--- src/rtl/pulse_sched_pkg.sv ---
// Shared types and helpers for the pulse scheduling arbiter: FSM encoding,
// default pulse length and the round-robin winner search.
package pulse_sched_pkg;

    localparam int MAX_REQ          = 8;
    localparam int DEFAULT_LEN_PKG  = 10;

    typedef enum logic [1:0] {
        IDLE  = 2'd0,
        PULSE = 2'd1,
        DONE  = 2'd2
    } state_t;

    typedef struct packed {
        logic       valid;
        logic [2:0] idx;
    } rr_pick_t;

    // First set bit of req searching upward from ptr, wrapping at n.
    function automatic rr_pick_t rr_pick(input logic [MAX_REQ-1:0] req,
                                         input logic [2:0] ptr,
                                         input int n);
        rr_pick_t r;
        int k;
        r = '0;
        for (int i = 0; i < MAX_REQ; i++) begin
            k = (int'(ptr) + i) % n;
            if (i < n && !r.valid && req[k[2:0]]) begin
                r.valid = 1'b1;
                r.idx   = k[2:0];
            end
        end
        return r;
    endfunction

endpackage

--- src/rtl/pulse_sched_arbiter_timer.sv ---
// Shared pulse timer: on load it raises dout for exactly len cycles;
// done flags the final high cycle.
module pulse_timer_core #(
    parameter int CNT_W = 8
) (
    input  logic             clk,
    input  logic             rst_n,
    input  logic             load,
    input  logic [CNT_W-1:0] len,
    output logic             dout,
    output logic             done
);

    logic [CNT_W-1:0] cnt;
    logic [CNT_W-1:0] len_q;

    // Stopping at len-1 keeps the counter from wrapping even at the maximum length.
    assign done = dout && (cnt == len_q - CNT_W'(1));

    always_ff @(posedge clk or negedge rst_n) begin
        if (!rst_n) begin
            cnt   <= '0;
            len_q <= '0;
            dout  <= 1'b0;
        end else if (load) begin
            cnt   <= '0;
            len_q <= len;
            dout  <= 1'b1;
        end else if (dout) begin
            if (done) begin
                dout <= 1'b0;
            end else begin
                cnt <= cnt + CNT_W'(1);
            end
        end
    end

endmodule

--- src/rtl/pulse_sched_arbiter.sv ---
// Round-robin arbiter sharing one pulse timer among N_REQ requesters.
// Handshake: req is a level; gnt stays high for the whole pulse, ack pulses one cycle after it.
module pulse_sched_arbiter
    import pulse_sched_pkg::*;
#(
    parameter int N_REQ       = 4,
    parameter int CNT_W       = 8,
    parameter int DEFAULT_LEN = DEFAULT_LEN_PKG
) (
    input  logic                     clk,
    input  logic                     rst_n,
    input  logic [N_REQ-1:0]         req,
    input  logic [N_REQ*CNT_W-1:0]   len_i,
    output logic [N_REQ-1:0]         gnt,
    output logic [N_REQ-1:0]         ack,
    output logic                     dout,
    output logic [$clog2(N_REQ)-1:0] owner,
    output logic                     busy,
    output logic [1:0]               state_dbg
);

    localparam int IDX_W = $clog2(N_REQ);

    state_t           state, state_nxt;
    logic [IDX_W-1:0] owner_q, owner_nxt;
    logic [IDX_W-1:0] ptr_q, ptr_nxt;
    rr_pick_t         pick;
    logic [IDX_W-1:0] win;
    logic [CNT_W-1:0] sel_len;
    logic [CNT_W-1:0] load_len;
    logic [N_REQ-1:0] owner_oh;
    logic             load;
    logic             tmr_done;

    always_comb begin
        pick     = rr_pick(MAX_REQ'(req), 3'(ptr_q), N_REQ);
        win      = IDX_W'(pick.idx);
        sel_len  = len_i[win*CNT_W +: CNT_W];
        load_len = (sel_len == '0) ? CNT_W'(DEFAULT_LEN) : sel_len;
    end

    always_ff @(posedge clk or negedge rst_n) begin
        if (!rst_n) begin
            state   <= IDLE;
            owner_q <= '0;
            ptr_q   <= '0;
        end else begin
            state   <= state_nxt;
            owner_q <= owner_nxt;
            ptr_q   <= ptr_nxt;
        end
    end

    always_comb begin
        state_nxt = state;
        owner_nxt = owner_q;
        ptr_nxt   = ptr_q;
        case (state)
            IDLE: begin
                if (pick.valid) begin
                    state_nxt = PULSE;
                    owner_nxt = win;
                    ptr_nxt   = (int'(win) == N_REQ-1) ? '0 : win + IDX_W'(1);
                end
            end
            PULSE:   if (tmr_done) state_nxt = DONE;
            DONE:    state_nxt = IDLE;
            default: state_nxt = IDLE;
        endcase
    end

    // gnt and ack are decoded from disjoint states, so they can never overlap.
    always_comb begin
        owner_oh  = {{(N_REQ-1){1'b0}}, 1'b1} << owner_q;
        load      = (state == IDLE) && pick.valid;
        gnt       = (state == PULSE) ? owner_oh : '0;
        ack       = (state == DONE)  ? owner_oh : '0;
        busy      = (state != IDLE);
        owner     = owner_q;
        state_dbg = state;
    end

    pulse_timer_core #(.CNT_W(CNT_W)) u_timer (
        .clk   (clk),
        .rst_n (rst_n),
        .load  (load),
        .len   (load_len),
        .dout  (dout),
        .done  (tmr_done)
    );

endmodule
--- config.mk ---
export PLATFORM = sky130hd
export DESIGN_NAME = pulse_sched_arbiter
export DESIGN_NICKNAME = d
export VERILOG_FILES = /design/src/rtl/pulse_sched_pkg.sv /design/src/rtl/pulse_sched_arbiter_timer.sv /design/src/rtl/pulse_sched_arbiter.sv
export SDC_FILE = /design/constraint.sdc
export NUM_CORES = 1
export LEC_CHECK = 0
export ABC_AREA = 1
export CAP_MARGIN = 0
export CORE_MARGIN = 8
export CORE_UTILIZATION = 30
export DETAILED_ROUTE_END_ITERATION = 10
export PLACE_DENSITY_LB_ADDON = 0.1
export SYNTH_ARGS = -nofsm -noshare
export SYNTH_HDL_FRONTEND = slang
export SYNTH_SLANG_ARGS = --single-unit
--- constraint.sdc ---
create_clock -name clk -period 2.5 [get_ports clk]
set_clock_uncertainty 0.05 [all_clocks]
set_input_delay 0.75 -clock clk [delete_from_list [all_inputs] [get_ports clk]]
set_output_delay 0.75 -clock clk [all_outputs]
set_load 0.05 [all_outputs]
Word-level counts from Yosys, hierarchy flattened
Cells that the tools add are included.
{"block": "op_classes", "n_mux": 25, "bitwise_logic": 3, "n_eq_ne": 7, "magnitude_cmp": 4, "reduce_logical": 18, "n_div": 0, "shifts": 2, "addsub": 6, "multipliers": 0}
{"operator": "2-to-1 mux 8 bit", "count": 4}
{"operator": "indexed part select 32 x 6 -> 8 bit", "count": 1}
{"operator": "2-to-1 mux 4 bit", "count": 6}
{"operator": "< comparator 3 x 4 -> 1 bit (second input constant)", "count": 3}
{"operator": "binary-select mux 1 bit (select 3 bit)", "count": 3}
{"operator": "adder 8 x 1 -> 8 bit (second input constant)", "count": 1}
{"operator": "== test 8 bit", "count": 1}
{"operator": "zero test 8 bit", "count": 1}
{"operator": "subtractor 8 x 1 -> 8 bit (second input constant)", "count": 1}
{"operator": "2-to-1 mux 1 bit", "count": 7}
{"operator": "2-to-1 mux 2 bit", "count": 3}
{"operator": "!= test 2 bit (second input constant)", "count": 3}
{"operator": "AND reduction 2 bit", "count": 3}
{"operator": "OR reduction 2 bit", "count": 3}
{"operator": "logical AND 1 bit", "count": 5}
{"operator": "adder 2 x 1 -> 2 bit (second input constant)", "count": 2}
{"operator": "adder 2 bit (second input constant)", "count": 2}
{"operator": "== test 2 x 1 -> 1 bit (second input constant)", "count": 2}
{"operator": "< comparator 2 x 4 -> 1 bit (second input constant)", "count": 1}
{"operator": "case mux 2 bit (2 select lines)", "count": 1}
{"operator": "nonzero test 2 bit", "count": 2}
{"operator": "<< shifter 1 x 2 -> 4 bit (first input constant)", "count": 1}
{"operator": "bitwise AND 1 bit (first input constant)", "count": 3}
{"operator": "zero test 1 bit", "count": 3}
{"operator": "other kinds (3)", "count": 3}
{"block": "totals", "romBits": 0, "mem_bits_rw": 0, "word_cells": 71, "out_inout_bits": 14, "inputBits": 38, "mem_count": 0, "reg_bits": 23, "latchBits": 0}

Depth between registers and ports, before layout
{"block": "depth", "depth_word": 16, "mapped_depth": 18, "depth_no_buf": 16}

Hierarchy
A second synthesis with hierarchy kept.
{"block": "unflattened", "cells_unflattened": 333, "hier_area_um2": 2184.6}
{"mod": "pulse_timer_core", "instances": 1, "cells_each": 161, "area_each_um2": 1192.4, "seq_area_each_um2": 425.4}
{"mod": "pulse_sched_arbiter", "instances": 1, "cells_each": 172, "area_each_um2": 992.2, "seq_area_each_um2": 150.1}

Worst setup path before layout
OpenSTA, ideal clock, no wires.
{"block": "synth_timing", "path_kind": "register to output", "start": "register state[0] (netlist: state_dbg[0])", "end": "output port gnt[0]", "required_time_ns": 1.700, "n_path_buf": 0, "setup_slack_ns": -0.301, "stages_incl_launch_ff": 5, "arrival_time_ns": 2.001, "cell_sequence": "dfrtp_1 inv_1 nor2_1 inv_1 nor3_1"}
{"block": "synth_via", "elab_chain_len": 2}
{"element": "from (decl)", "line": "pulse_sched_arbiter.sv:24", "source": "state_t state, state_nxt;"}
{"element": "from (signal assigned)", "line": "pulse_sched_arbiter.sv:48", "source": "state <= state_nxt;"}
{"element": "== test 2 x 1 -> 1 bit", "line": "pulse_sched_arbiter.sv:76", "source": "gnt = (state == PULSE) ? owner_oh : '0;"}
{"element": "2-to-1 mux 4 bit", "line": "pulse_sched_arbiter.sv:76"}
{"element": "to (decl)", "line": "pulse_sched_arbiter.sv:14", "source": "output logic [N_REQ-1:0] gnt,"}
Every way passes these cells.

Worst setup path after layout
{"block": "layout_timing", "start": "register owner_q[1] (netlist: owner[1])", "end": "output port owner[1]"}
{"element": "from (decl)", "line": "pulse_sched_arbiter.sv:25", "source": "logic [IDX_W-1:0] owner_q, owner_nxt;"}
{"element": "from (signal assigned)", "line": "pulse_sched_arbiter.sv:49", "source": "owner_q <= owner_nxt;"}
{"element": "to (decl)", "line": "pulse_sched_arbiter.sv:17", "source": "output logic [$clog2(N_REQ)-1:0] owner,"}
No word-level cell between the ends.

==> results.yml <==
yosys:
  synth_top_cell_by_area: "dfrtp_1"
  syn_area_per_cell_sq_um: 6.630
  ys_ff_latch: 23
  synth_edf_count: 0
  synth_top_area_share_pct: 30.89
  syn_nets: 321
  ys_warn_count: 0
  yosysSeqAreaShare_pct: 30.89
  async_flop_share_pct: 100.0
  yosys_most_used_dff: "dfrtp_1"
  syn_inst: 281
  synth_area_leaders: "dfrtp_1 (31%), nand2_1 (19%), nand3_1 (8.6%), nand4_1 (6.0%), inv_1 (5.2%)"
  synth_area_sq_mm: 0.001863
  synth_cell_types: 25
global_route:
  grt_pass1_vias: 2173
  antenna_found_initial: 0
  grt_use_total_pct: 12.98
  grt_pass1_wl_mm: 9.542
  grt_max_degree: 24
  gr-total-overflow: 0
finish:
  final_common_cell: "nand2_1"
  area_growth_pct: 51.51
  layout-drive-gt1-share_pct: 20.28
  regArea_sq_um: 576.8
  diodes: 0
  most-common-layout-cells: "nand2_1 (83), clkdlybuf4s50_1 (38), nand3_1 (29), inv_1 (23), buf_4 (23)"
  final_util_pct: 47.39
  multi_input_area_sq_mm: 0.001240
  nFillCells: 632
  nets: 396
power_and_ir_drop:
  ir_drop_mv: 0.1557
  power.switching_mw: 0.2250
  comb_power_share_pct: 27.7
  totalPowerFinal_mw: 0.8323
  p_sw_share_pct: 27.03
  leakage_nw: 1.362
  p_per_area_mw_per_mm2: 294.9
  power.internal_mw: 0.6073
  pwr-share-clk_pct: 27.6
  power_frac_seq_pct: 44.6
drt:
  post_drt_wl_per_cell_um: 12.99
  drc_errors: 0
  postRouteAntennaNets: 0
  vias: 2140
  first_iter_violations: 63
  wirelength_mm: 5.587
  first_pass_iters: 4
  viasPerCell: 4.977
setup_path:
  crit_family: "buffers and inverters"
  max_stage_delay_ps: 850
  cp_slowest_cell: "clkdlybuf4s50_1"
  cp-start-kind: "flip-flop"
  rr_startpoint: "ptr_q[0]$_DFFE_PN0P_"
  worst-endpoint-required_ps: 1700
  crit_arrival_ps: 1570
  cp.depth: 1
  worstSetupEndpointType: "output pin"
  cp.buffers_inverters: 1
  cp_cell_sequence: "clkdlybuf4s50_1"
  cp_max_fo: 7
  reg2reg_depth: 15
  critPathLaunch: "owner[1]$_DFFE_PN0P_"
  setup.worst_path.class: "reg -> out"
floorplan:
  ios: 52
  num_rows: 28
  initial_core_util_pct: 31.28
  die-area_sq_mm: 0.008988
  die_y_um: 94.81
  die_w_um: 94.81
  core_area_sq_mm: 0.005956
timing:
  slew_viol_final: 0
  rsz0062_at_grt: "false"
  min_period_ps: 2371
  worst_slew_pin_slew_ps: 505.4
  setup_viol: 0
  fmax_mhz: 421.8
  min_period_over_period_pct: 94.82
  hold_violations: 0
  max_slew_margin_pct: 66.20
flow_run:
  maxCapViolCount: 0
clocking:
  numCtsBuffers: 3
  cts_tree: "built"
  root_buffer: "clkbuf_8"
  htreeDepth: 1
  cts_hold_buffers: 0
  clk_pin_slew_ps: 80
  clock_path_buffers: 2
  cts.sinks: 23
  clkLatencyLatePin_ps: 270
place:
  portBuffers: 51
  dp_hpwl_mm: 4.116
  globalplace.congestion: 0.7825
min_path:
  worstHoldPathType: "reg -> reg"
  whs_path_depth: 2
  worstHoldStart: "u_timer.len_q[7]$_DFFE_PN0P_"
run_status:
  status: "completed"
[tightest hold or removal path: stages (launching register included)]
cell and delay (ps):
dfrtp_1 370, nand2_1 50, o21ai_0 60
[per-stage QoR]
stage | TNS, ps | instance area (sq um) | worst slack [ps] | hold WS (ps) | std cells
finish | 0 | 2823 | 129.5 | 467.4 | 430
global route | 0 | 2823 | 12.00 | 529.9 | 430
CTS | 0 | 2771 | 0.04241 | 478.2 | 428
detailed placement | -4163 | 2577 | -346.7 | 456.0 | 415
global placement | -3962 | 2577 | -346.1 | 465.3 | 415
floorplan | -1983 | 1868 | -301.5 | 404.4 | 281
[metal layers]
metal  GRT usage [%]  wire, um  vias to the layer above  part of all wire, %
li1                -         -                     1087                    -
met1           15.21      2558                     1011                   46
met2           23.12      2738                       36                   49
met3           3.016       229                        6                  4.1
met4           3.381        61                        0                  1.1
met5               0         0                        -                    0
[repair_timing]
action	CTS	global route
gates cloned	5	0
pin swaps	15	9
resized for setup	25	13
setup buffers	4	2
endpoints found under the setup margin	7	14
[cell type report]
class | instances | area share [%]
clock buffers | 3 | 1.463
clock inverters | 1 | 0.1773
inverters | 29 | 4.122
multi-input cells | 224 | 43.93
flip-flops and latches | 23 | 20.43
well taps | 75 | 3.324
repair buffers | 75 | 26.55
[path summary, 6_finish.rpt]
path                                           endpoint  slack (ps)
max                                            owner[1]         130
min                        u_timer.len_q[7]$_DFFE_PN0P_         470
max reg2reg                u_timer.len_q[3]$_DFFE_PN0P_         250
min reg2reg                u_timer.len_q[7]$_DFFE_PN0P_         470
max in group asynchronous          ptr_q[0]$_DFFE_PN0P_        1350
min in group asynchronous    u_timer.cnt[3]$_DFFE_PN0P_         790
[state kept, by name (all words and copies together) (netlist names)]
register       flops
u_timer.len_q      8
owner              2
u_timer.cnt        8
ptr_q              2
u_timer.dout       1
state_dbg          2
[synthesized netlist by cell type (2+ instances only)]
library cell / n
nand3_4: 2
dfrtp_1: 23
buf_6: 3
buf_2: 4
nor3_1: 12
xnor2_1: 5
nor2_1: 16
nand2_1: 92
nand3_1: 32
ha_1: 2
o21ai_0: 16
a21oi_1: 8
nand2_2: 2
inv_2: 2
inv_1: 26
nand4_1: 18
xor2_1: 10
[power by group through the flow]
stage | Clock, mW | Combinational [mW] | Sequential, mW
6_report | 0.230 | 0.231 | 0.372
5_1_grt | 0.251 | 0.255 | 0.372
4_1_cts | 0.244 | 0.222 | 0.372
3_5_place_dp | 0 | 0.196 | 0.379
3_3_place_gp | 0 | 0.196 | 0.379
2_1_floorplan | 0 | 0.0905 | 0.379
[logic make-up after synthesis]
logic type                 count (synthesis)  share of synthesized area (%)
buffers and inverters                     38                          9.604
xor gates and xnor gates                  15                          7.051
AOI/OAI and AO/OA                         25                          6.851
and+or+nand+nor                          178                          44.26
adders and majority gates                  2                          1.343
DFF                                       23                          30.89
Note: power is estimated with default switching activity, not from simulation.
